**src/rtl/load_store_unit_if.sv**
```systemverilog
// load_store_unit_if: CPU-side request/response and RAM-side word port of the
// load/store unit, bundled as one interface.
//   CPU side : req, we, funct3, addr, wdata (to LSU); rdata, resp_valid, stall (from LSU)
//   RAM side : ram_de, ram_we, ram_a, ram_wd (from LSU); ram_rd (to LSU)
//   MISALIGN_TRAP_EN adds misaligned (from LSU).
// Modports: slave = the LSU itself, master = the environment driving it.
`timescale 1ns/1ps

interface load_store_unit_if #(
    parameter int unsigned ADDR_WIDTH = 32
);
    logic                  req;
    logic                  we;
    logic [2:0]            funct3;
    logic [ADDR_WIDTH-1:0] addr;
    logic [31:0]           wdata;
    logic [31:0]           rdata;
    logic                  resp_valid;
    logic                  stall;
    logic                  ram_de;
    logic                  ram_we;
    logic [ADDR_WIDTH-1:0] ram_a;
    logic [31:0]           ram_wd;
    logic [31:0]           ram_rd;
`ifdef MISALIGN_TRAP_EN
    logic                  misaligned;
`endif

    modport slave (
        input  req, we, funct3, addr, wdata, ram_rd,
        output rdata, resp_valid, stall, ram_de, ram_we, ram_a, ram_wd
`ifdef MISALIGN_TRAP_EN
        , output misaligned
`endif
    );

    modport master (
        output req, we, funct3, addr, wdata, ram_rd,
        input  rdata, resp_valid, stall, ram_de, ram_we, ram_a, ram_wd
`ifdef MISALIGN_TRAP_EN
        , input misaligned
`endif
    );
endinterface

```
**src/rtl/load_store_unit.sv**
```systemverilog
// load_store_unit: bridges the CPU memory stage to a word-write-only data RAM.
// Extends sub-word loads, places store lanes, and turns SB/SH into a
// read-modify-write (one stall cycle, then a MERGE write cycle).
// Ports:
//   clk, rst  - clock, asynchronous active-high reset
//   bus       - load_store_unit_if.slave (CPU request/response + RAM port)
// Optional: define MISALIGN_TRAP_EN to trap misaligned/reserved accesses
//   (bus.misaligned pulses with resp_valid, RAM untouched).
`timescale 1ns/1ps

module load_store_unit #(
    parameter int unsigned ADDR_WIDTH = 32
) (
    input  logic                   clk,
    input  logic                   rst,
    load_store_unit_if.slave       bus
);

    typedef enum logic [0:0] {
        IDLE  = 1'b0,
        MERGE = 1'b1
    } state_t;

    state_t                state_q, state_d;
    logic [31:0]           buf_q, buf_d;
    logic [ADDR_WIDTH-1:0] wa_q, wa_d;
    logic [31:0]           rdata_q, rdata_d;
    logic                  resp_q, resp_d;
    logic                  mis_q, mis_d;

    logic [1:0]            off;
    logic                  is_byte, is_half, is_unsigned, mis_acc;
    logic [ADDR_WIDTH-1:0] word_addr;
    logic [7:0]            byte_v;
    logic [15:0]           half_v;
    logic [31:0]           lane_ext, merged;

    // Access decode, load lane extraction and store lane merge
    always_comb begin
        off         = bus.addr[1:0];
        is_byte     = (bus.funct3[1:0] == 2'b00);
        is_half     = (bus.funct3[1:0] == 2'b01);
        is_unsigned = bus.funct3[2];
        word_addr   = {bus.addr[ADDR_WIDTH-1:2], 2'b00};
`ifdef MISALIGN_TRAP_EN
        mis_acc = (bus.funct3 == 3'b011) || (bus.funct3 == 3'b110) ||
                  (bus.funct3 == 3'b111) || (is_half && bus.addr[0]) ||
                  (!is_byte && !is_half && (off != 2'b00));
`else
        mis_acc = 1'b0;
`endif
        byte_v = bus.ram_rd[{off, 3'b000} +: 8];
        half_v = bus.ram_rd[{bus.addr[1], 4'b0000} +: 16];
        if (is_byte) begin
            lane_ext = {{24{~is_unsigned & byte_v[7]}}, byte_v};
        end else if (is_half) begin
            lane_ext = {{16{~is_unsigned & half_v[15]}}, half_v};
        end else begin
            lane_ext = bus.ram_rd;
        end
        merged = bus.ram_rd;
        if (is_byte) begin
            merged[{off, 3'b000} +: 8] = bus.wdata[7:0];
        end else begin
            merged[{bus.addr[1], 4'b0000} +: 16] = bus.wdata[15:0];
        end
    end

    // Next-state and RAM/stall outputs. The merged word and its address are
    // captured at the read phase so MERGE does not depend on the CPU still
    // presenting the store once stall has dropped.
    always_comb begin
        state_d    = state_q;
        buf_d      = buf_q;
        wa_d       = wa_q;
        rdata_d    = rdata_q;
        resp_d     = 1'b0;
        mis_d      = 1'b0;
        bus.ram_de = 1'b0;
        bus.ram_we = 1'b0;
        bus.ram_a  = '0;
        bus.ram_wd = 32'h0;
        bus.stall  = 1'b0;
        if (!rst) begin
            case (state_q)
                IDLE: begin
                    if (bus.req) begin
                        if (mis_acc) begin
                            resp_d = 1'b1;
                            mis_d  = 1'b1;
                        end else begin
                            bus.ram_de = 1'b1;
                            bus.ram_a  = word_addr;
                            if (!bus.we) begin
                                rdata_d = lane_ext;
                                resp_d  = 1'b1;
                            end else if (is_byte || is_half) begin
                                bus.stall = 1'b1;
                                buf_d     = merged;
                                wa_d      = word_addr;
                                state_d   = MERGE;
                            end else begin
                                bus.ram_we = 1'b1;
                                bus.ram_wd = bus.wdata;
                                resp_d     = 1'b1;
                            end
                        end
                    end
                end
                MERGE: begin
                    bus.ram_de = 1'b1;
                    bus.ram_we = 1'b1;
                    bus.ram_a  = wa_q;
                    bus.ram_wd = buf_q;
                    resp_d     = 1'b1;
                    state_d    = IDLE;
                end
                default: state_d = IDLE;
            endcase
        end
    end

    // State and registered response
    always_ff @(posedge clk or posedge rst) begin
        if (rst) begin
            state_q <= IDLE;
            buf_q   <= 32'h0;
            wa_q    <= '0;
            rdata_q <= 32'h0;
            resp_q  <= 1'b0;
            mis_q   <= 1'b0;
        end else begin
            state_q <= state_d;
            buf_q   <= buf_d;
            wa_q    <= wa_d;
            rdata_q <= rdata_d;
            resp_q  <= resp_d;
            mis_q   <= mis_d;
        end
    end

    assign bus.rdata      = rdata_q;
    assign bus.resp_valid = resp_q;
`ifdef MISALIGN_TRAP_EN
    assign bus.misaligned = mis_q;
`else
    logic unused_mis;
    assign unused_mis = mis_q;
`endif

endmodule
```
**src/flat_wrapper.sv**
```systemverilog
// flat-port wrapper written by rule: the top's interface ports become plain ports
module load_store_unit_flat 
#(
    parameter int unsigned ADDR_WIDTH = 32
)
  (clk, rst, bus_req, bus_we, bus_funct3, bus_addr, bus_wdata, bus_ram_rd, bus_rdata, bus_resp_valid, bus_stall, bus_ram_de, bus_ram_we, bus_ram_a, bus_ram_wd);
  load_store_unit_if #(.ADDR_WIDTH(ADDR_WIDTH)) bus_i ();
  input  logic clk;
  input  logic rst;
  input wire logic [$bits(bus_i.req)-1:0] bus_req;
  input wire logic [$bits(bus_i.we)-1:0] bus_we;
  input wire logic [$bits(bus_i.funct3)-1:0] bus_funct3;
  input wire logic [$bits(bus_i.addr)-1:0] bus_addr;
  input wire logic [$bits(bus_i.wdata)-1:0] bus_wdata;
  input wire logic [$bits(bus_i.ram_rd)-1:0] bus_ram_rd;
  output wire logic [$bits(bus_i.rdata)-1:0] bus_rdata;
  output wire logic [$bits(bus_i.resp_valid)-1:0] bus_resp_valid;
  output wire logic [$bits(bus_i.stall)-1:0] bus_stall;
  output wire logic [$bits(bus_i.ram_de)-1:0] bus_ram_de;
  output wire logic [$bits(bus_i.ram_we)-1:0] bus_ram_we;
  output wire logic [$bits(bus_i.ram_a)-1:0] bus_ram_a;
  output wire logic [$bits(bus_i.ram_wd)-1:0] bus_ram_wd;
  assign bus_i.req = bus_req;
  assign bus_i.we = bus_we;
  assign bus_i.funct3 = bus_funct3;
  assign bus_i.addr = bus_addr;
  assign bus_i.wdata = bus_wdata;
  assign bus_i.ram_rd = bus_ram_rd;
  assign bus_rdata = bus_i.rdata;
  assign bus_resp_valid = bus_i.resp_valid;
  assign bus_stall = bus_i.stall;
  assign bus_ram_de = bus_i.ram_de;
  assign bus_ram_we = bus_i.ram_we;
  assign bus_ram_a = bus_i.ram_a;
  assign bus_ram_wd = bus_i.ram_wd;
  load_store_unit #(.ADDR_WIDTH(ADDR_WIDTH)) u_core (.clk(clk), .rst(rst), .bus(bus_i));
endmodule
```
**config.mk**
```make
export PLATFORM = sky130hd
export DESIGN_NAME = load_store_unit_flat
export DESIGN_NICKNAME = d
export VERILOG_FILES = /design/src/rtl/load_store_unit_if.sv /design/src/rtl/load_store_unit.sv /design/src/flat_wrapper.sv
export SDC_FILE = /design/constraint.sdc
export NUM_CORES = 1
export LEC_CHECK = 0
export ABC_AREA = 1
export BUFFER_PORTS_ARGS = -buffer_cell sky130_fd_sc_hd__buf_2
export CAP_MARGIN = 30
export CORE_ASPECT_RATIO = 1.1
export CORE_UTILIZATION = 45
export CTS_CLUSTER_DIAMETER = 120
export DETAILED_ROUTE_END_ITERATION = 8
export GPL_ROUTABILITY_DRIVEN = 0
export PLACE_DENSITY = 0.72
export SLEW_MARGIN = 20
export SYNTH_ARGS = -nofsm -noshare
export SYNTH_HDL_FRONTEND = slang
export SYNTH_SLANG_ARGS = --single-unit
```
**constraint.sdc**
```tcl
create_clock -name clk -period 4.7 [get_ports clk]
set_input_delay 0 -clock clk [delete_from_list [all_inputs] [get_ports clk]]
set_output_delay 0 -clock clk [all_outputs]
set_load 0.1 [all_outputs]
```
; Word level (Yosys, flattened, before mapping)
; Cells that the tools add are included.
; Widths: inputs -> output; s select.
[totals]
reg_bits = 96
input_bits = 103
out_inout_bits = 100
word_cells = 55
[op_classes]
n_addsub = 2
eq_ne = 1
shifts = 6
muxes = 31
n_bitwise = 6
reduce_logical = 4
[op_table]
columns = op, count
row1 = $mux 32, 9
row2 = $pmux 32 s2, 2
row3 = $bwmux 32, 2
row4 = $shift 16x7->32 const A, 1
row5 = $shift 8x7->32 const A, 1
row6 = $shiftx 16x7->32, 1
row7 = $shiftx 32x6->16, 1
row8 = $shiftx 32x6->8, 1
row9 = $shiftx 8x7->32, 1
row10 = $mux 1, 14
row11 = $neg 5->7, 2
row12 = $pmux 1 s2, 4
row13 = $reduce_and 5->1, 1
row14 = $not 1->1, 4
row15 = $reduce_and 4->1, 1
row16 = $and 1x1->1, 2
row17 = $eq 2x1->1 const B, 1
row18 = $logic_not 2->1, 1
row19 = $logic_or 1x1->1, 1

; Logic depth before layout (Yosys ltp)
[logic_depth]
depth_word = 7
mapped_depth = 11
mapped_depth_nobuf = 9

; Least setup slack after synthesis
; Ideal clock, no wire load.
[synth_path]
path_type = input to output
from = input rst
to = output bus_ram_a[22]
t_arrival_ns = 4.374
t_required_ns = 4.700
path_slack_ns = 0.326
stages = 5
n_path_buf = 2
cell_sequence = inv_2 > clkbuf_1 > clkbuf_1 > nand3_1 > o31ai_1
[synth_via]
elab_chain_cells = 1
[synth_rtl]
columns = element, line_no
row1 = start: declaration, flat_wrapper.sv:9  ; input logic rst;
row2 = $mux 32, load_store_unit.sv:84  ; if (!rst) begin
row3 = end: declaration, flat_wrapper.sv:21  ; output wire logic [$bits(bus_i.ram_a)-1:0] bus_ram_a;
; No other way between the ends.

; Final worst setup path
[layout_path]
from = register u_core.state_q
to = output bus_stall
[layout_via]
elab_chain_cells = 2
[layout_rtl]
columns = element, line_no
row1 = start: declaration, load_store_unit.sv:24  ; state_t state_q, state_d;
row2 = start signal: assignment, load_store_unit.sv:133  ; state_q <= state_d;
row3 = $mux 1, load_store_unit.sv:85  ; case (state_q)
row4 = $mux 1, load_store_unit.sv:84
row5 = end: declaration, flat_wrapper.sv:18  ; output wire logic [$bits(bus_i.stall)-1:0] bus_stall;
; No other way between the ends.

==> impl_results.html <==
<table>
<tr><th>Metric</th><th>Value</th></tr>
<tr><th colspan="2">Setup path</th></tr>
<tr><td>Capturing instance or port of the critical path</td><td>bus_stall</td></tr>
<tr><td>CP startpoint</td><td>u_core.state_q$_DFFE_PP0N_</td></tr>
<tr><td>Peak per-stage delay on the critical path</td><td>0.67 ns</td></tr>
<tr><td>Critical Path Start Type</td><td>flop</td></tr>
<tr><td>Required time at the endpoint of the critical path</td><td>4.70 ns</td></tr>
<tr><td>Worst R2R Start</td><td>u_core.state_q$_DFFE_PP0N_</td></tr>
<tr><td>Cell with the largest stage delay on the worst path</td><td>buf_4</td></tr>
<tr><td>Data arrival time of the critical path</td><td>2.99 ns</td></tr>
<tr><td>Flop-to-flop setup slack</td><td>2.09 ns</td></tr>
<tr><td>Count of cells along the worst register-to-register path</td><td>7</td></tr>
<tr><td>Top fanout value on the critical path</td><td>75</td></tr>
<tr><td>Cell chain of the critical path</td><td>buf_4, nor3_4, nand3_2, clkinv_1, buf_8, buf_2</td></tr>
<tr><td>Nature of the critical path endpoint</td><td>output port</td></tr>
<tr><td>Critical path class</td><td>reg2out</td></tr>
<tr><td>RR Endpoint</td><td>u_core.buf_q[22]$_DFFE_PP0P_</td></tr>
<tr><th colspan="2">Clocking</th></tr>
<tr><td>Sinks on the clock net</td><td>96</td></tr>
<tr><td>CTS max path bufs</td><td>2</td></tr>
<tr><td>Clock insertion delay at the later pin of the skew report</td><td>0.36 ns</td></tr>
<tr><td>H-tree level count</td><td>3</td></tr>
<tr><td>Clock-pin slew on the worst setup and hold paths</td><td>0.07 ns</td></tr>
<tr><td># resized after CTS</td><td>0</td></tr>
<tr><td>Number of buffers created by CTS</td><td>9</td></tr>
<tr><td>TritonCTS clock tree</td><td>done</td></tr>
<tr><td>Clock tree root driver cell</td><td>clkbuf_16</td></tr>
<tr><th colspan="2">Synth</th></tr>
<tr><td>Cell variety after synth</td><td>26</td></tr>
<tr><td>Syn Inst Count</td><td>978</td></tr>
<tr><td>Post-Syn Area</td><td>6540 µm²</td></tr>
<tr><td>Predominant post-synthesis flop cell</td><td>dfrtp_1</td></tr>
<tr><td>Sequential area share after synthesis</td><td>36.7%</td></tr>
<tr><td>Syn_area_per_cell</td><td>6.69 µm²</td></tr>
<tr><td>Warnings from Yosys</td><td>0</td></tr>
<tr><td>Async set or reset register ratio after synthesis</td><td>100%</td></tr>
<tr><td>Register bit total from synthesis</td><td>96</td></tr>
<tr><td>EDFF count, synth</td><td>0</td></tr>
<tr><th colspan="2">Final layout</th></tr>
<tr><td>Highest-count cells in the layout ignoring fill and taps</td><td>nand2_1 (294), buf_2 (200), nand3_1 (121)</td></tr>
<tr><td>Final core occ</td><td>58.0%</td></tr>
<tr><td>Leading cell type in the layout, fill and taps excluded</td><td>nand2_1</td></tr>
<tr><td>Design area</td><td>8130 µm²</td></tr>
<tr><td>Fraction of layout instances using a drive strength above 1</td><td>20.5%</td></tr>
<tr><td>Area added between synthesis and finish</td><td>24.3%</td></tr>
<tr><td>Total Nets Final</td><td>1264</td></tr>
<tr><th colspan="2">Detailed routing</th></tr>
<tr><td>Drt initial violations</td><td>657</td></tr>
<tr><td>Drt via density</td><td>5.36</td></tr>
<tr><td>Via count of the routed design</td><td>7240</td></tr>
<tr><td>DRT Wirelength</td><td>20800 µm</td></tr>
<tr><td>Antenna violation net count after detailed routing</td><td>0</td></tr>
<tr><td>Detailed-routing iteration count for the pre-antenna-repair pass</td><td>5</td></tr>
<tr><td>Detailed-route wire length per cell</td><td>15.4 µm</td></tr>
<tr><td>Number of design rule violations left after detail routing</td><td>0</td></tr>
<tr><th colspan="2">Global routing</th></tr>
<tr><td>GRT overflow</td><td>0</td></tr>
<tr><td>Global routing usage summed across all routing layers</td><td>28.3%</td></tr>
<tr><td>Via count of the first global-routing pass</td><td>6375</td></tr>
<tr><td>First-pass GRT wire length</td><td>32800 µm</td></tr>
<tr><td>Pin count of the biggest net entering global routing</td><td>99</td></tr>
<tr><td>Initial antenna violation count</td><td>1</td></tr>
<tr><th colspan="2">Power and ir drop</th></tr>
<tr><td>Largest voltage drop on the vdd net</td><td>0.000247 V</td></tr>
<tr><td>Ratio of total power to cell area</td><td>371 nW/µm²</td></tr>
<tr><td>Leakage power figure</td><td>4.34 nW</td></tr>
<tr><th colspan="2">Run</th></tr>
<tr><td>Max_cap viols</td><td>0</td></tr>
<tr><th colspan="2">Place</th></tr>
<tr><td>Port bufs</td><td>200</td></tr>
<tr><td>Worst setup timing slack at the placement stage</td><td>1.92 ns</td></tr>
<tr><td>Placed inst area</td><td>7520 µm²</td></tr>
<tr><td>Half-perimeter wire length of the detailed placement result</td><td>14400 µm</td></tr>
<tr><th colspan="2">Timing</th></tr>
<tr><td>Final Hold Vio Count</td><td>0</td></tr>
<tr><td>Clock tree skew after final layout</td><td>0.00478 ns</td></tr>
<tr><td>Slew @ Worst Pin</td><td>0.845 ns</td></tr>
<tr><td>Worst-case setup margin in the final layout</td><td>1.71 ns</td></tr>
<tr><td>Maximum clock rate</td><td>0.334 GHz</td></tr>
<tr><td>Post-route worst hold slack</td><td>0.0280 ns</td></tr>
<tr><td>Total Negative Setup Slacks</td><td>0 ns</td></tr>
<tr><td>Final-report setup violation count</td><td>0</td></tr>
<tr><td>Final Cycle Share</td><td>63.7%</td></tr>
<tr><td>Post-layout min period</td><td>2.99 ns</td></tr>
<tr><td>Max-slew violation count</td><td>0</td></tr>
<tr><td>Unrepaired setup endpoints after global routing</td><td>no</td></tr>
<tr><td>Relative slew slack</td><td>43.7%</td></tr>
<tr><th colspan="2">Outcome</th></tr>
<tr><td>Result of the run</td><td>completed</td></tr>
<tr><th colspan="2">Floorplan</th></tr>
<tr><td>Core footprint</td><td>14000 µm²</td></tr>
<tr><td>Initial standard-cell utilization of the core</td><td>46.7%</td></tr>
<tr><td>Number of placed I/O pins</td><td>203</td></tr>
<tr><td>Die area</td><td>15000 µm²</td></tr>
<tr><td>Die Ht</td><td>128 µm</td></tr>
<tr><td>Die Width</td><td>117 µm</td></tr>
<tr><td>Std-Cell Rows</td><td>45</td></tr>
<tr><th colspan="2">Min path</th></tr>
<tr><td>Classification of the worst-slack hold path</td><td>in2reg</td></tr>
</table>
## worst max-delay path, delay by kind of cell (launching register included)
family	cells	cell delay, ns
buffers and inverters	4	1.84
flip-flops	1	0.57
AND/OR/NAND/NOR	2	0.20
## per-layer routing
| layer | share of wire, % | global-route usage, % |
|---|---|---|
| met5 | 0 | 0 |
| met4 | 3.2 | 12.2 |
| met3 | 8.7 | 5.37 |
| met2 | 45 | 44.2 |
| met1 | 43 | 38.1 |
## layout make-up
class / count / area, µm²
Antenna cell: 2 / 5.00
Inverter: 96 / 365
Clock inverter: 5 / 41.3
Timing Repair Buffer: 243 / 1420
Sequential cell: 96 / 2400
Tap cell: 188 / 235
Fill cell: 1290 / 5890
Clock buffer: 11 / 233
Multi-Input combinational cell: 710 / 3430
## timing repair
action,4_1_cts,5_1_grt
setup buffers,0,0
hold buffers,32,0
hold endpoints to repair,96,0
## worst min path at each step
stage                                            end           start  cells after the start  slack [ns]
floorplan                u_core.wa_q[24]$_DFFE_PP0P_    bus_addr[24]                      2        0.15
global placement          u_core.wa_q[3]$_DFFE_PP0P_             rst                      2        0.23
detailed placement        u_core.wa_q[5]$_DFFE_PP0P_             rst                      2        0.23
CTS                 u_core.bus.rdata[29]$_DFFE_PP0P_          bus_we                      4        0.02
global route        u_core.bus.rdata[29]$_DFFE_PP0P_          bus_we                      4        0.05
finish              u_core.bus.rdata[25]$_DFFE_PP0P_  bus_ram_rd[25]                      7        0.03
## cell families after synthesis
group | after synthesis | share of synthesized area, %
buf+inv | 173 | 11.0
compound gates | 237 | 21.4
fa+ha+maj | 5 | 0.956
flops | 96 | 36.7
simple gates | 466 | 29.9
other cells | 1 | 0.0573
## registers in the layout, summed over array words and instances, names as in the netlist
name	flops
u_core.bus.rdata	32
u_core.buf_q	32
u_core.state_q	1
u_core.bus.resp_valid	1
u_core.wa_q	30
## synth_stat cells, types with 2 or more instances
cell type / number / area, µm²
buf_4: 6 / 45.0
clkinv_1: 2 / 7.51
inv_2: 3 / 11.3
buf_2: 27 / 135
nand3_1: 121 / 606
nand2_1: 294 / 1100
buf_6: 2 / 22.5
o31ai_1: 38 / 285
nand3_2: 2 / 20.0
nor2_2: 4 / 25.0
o21ai_1: 9 / 45.0
dfrtp_1: 96 / 2400
clkbuf_1: 31 / 116
ha_1: 5 / 62.6
o21ai_0: 101 / 505
nor2_1: 40 / 150
nand4_1: 2 / 12.5
buf_1: 11 / 41.3
o211ai_1: 46 / 345
a21oi_1: 42 / 210
inv_1: 91 / 342
## through the flow
step / power (mW) / std cells
after floorplan: 2.07 / 979
after global placement: 2.30 / 1299
after detailed placement: 2.31 / 1300
after CTS: 3.03 / 1348
after global routing: 3.17 / 1350
final: 3.02 / 1351
## report_power, final
| part | internal (mW) | leakage, nW | switching, mW | total, mW |
|---|---|---|---|---|
| registers | 1.00 | 1.20 | 0.105 | 1.11 |
| logic | 0.249 | 3.02 | 0.965 | 1.21 |
| clock network | 0.364 | 0.127 | 0.335 | 0.699 |
| total | 1.61 | 4.34 | 1.40 | 3.02 |
Power figures use the tool's default switching activity.
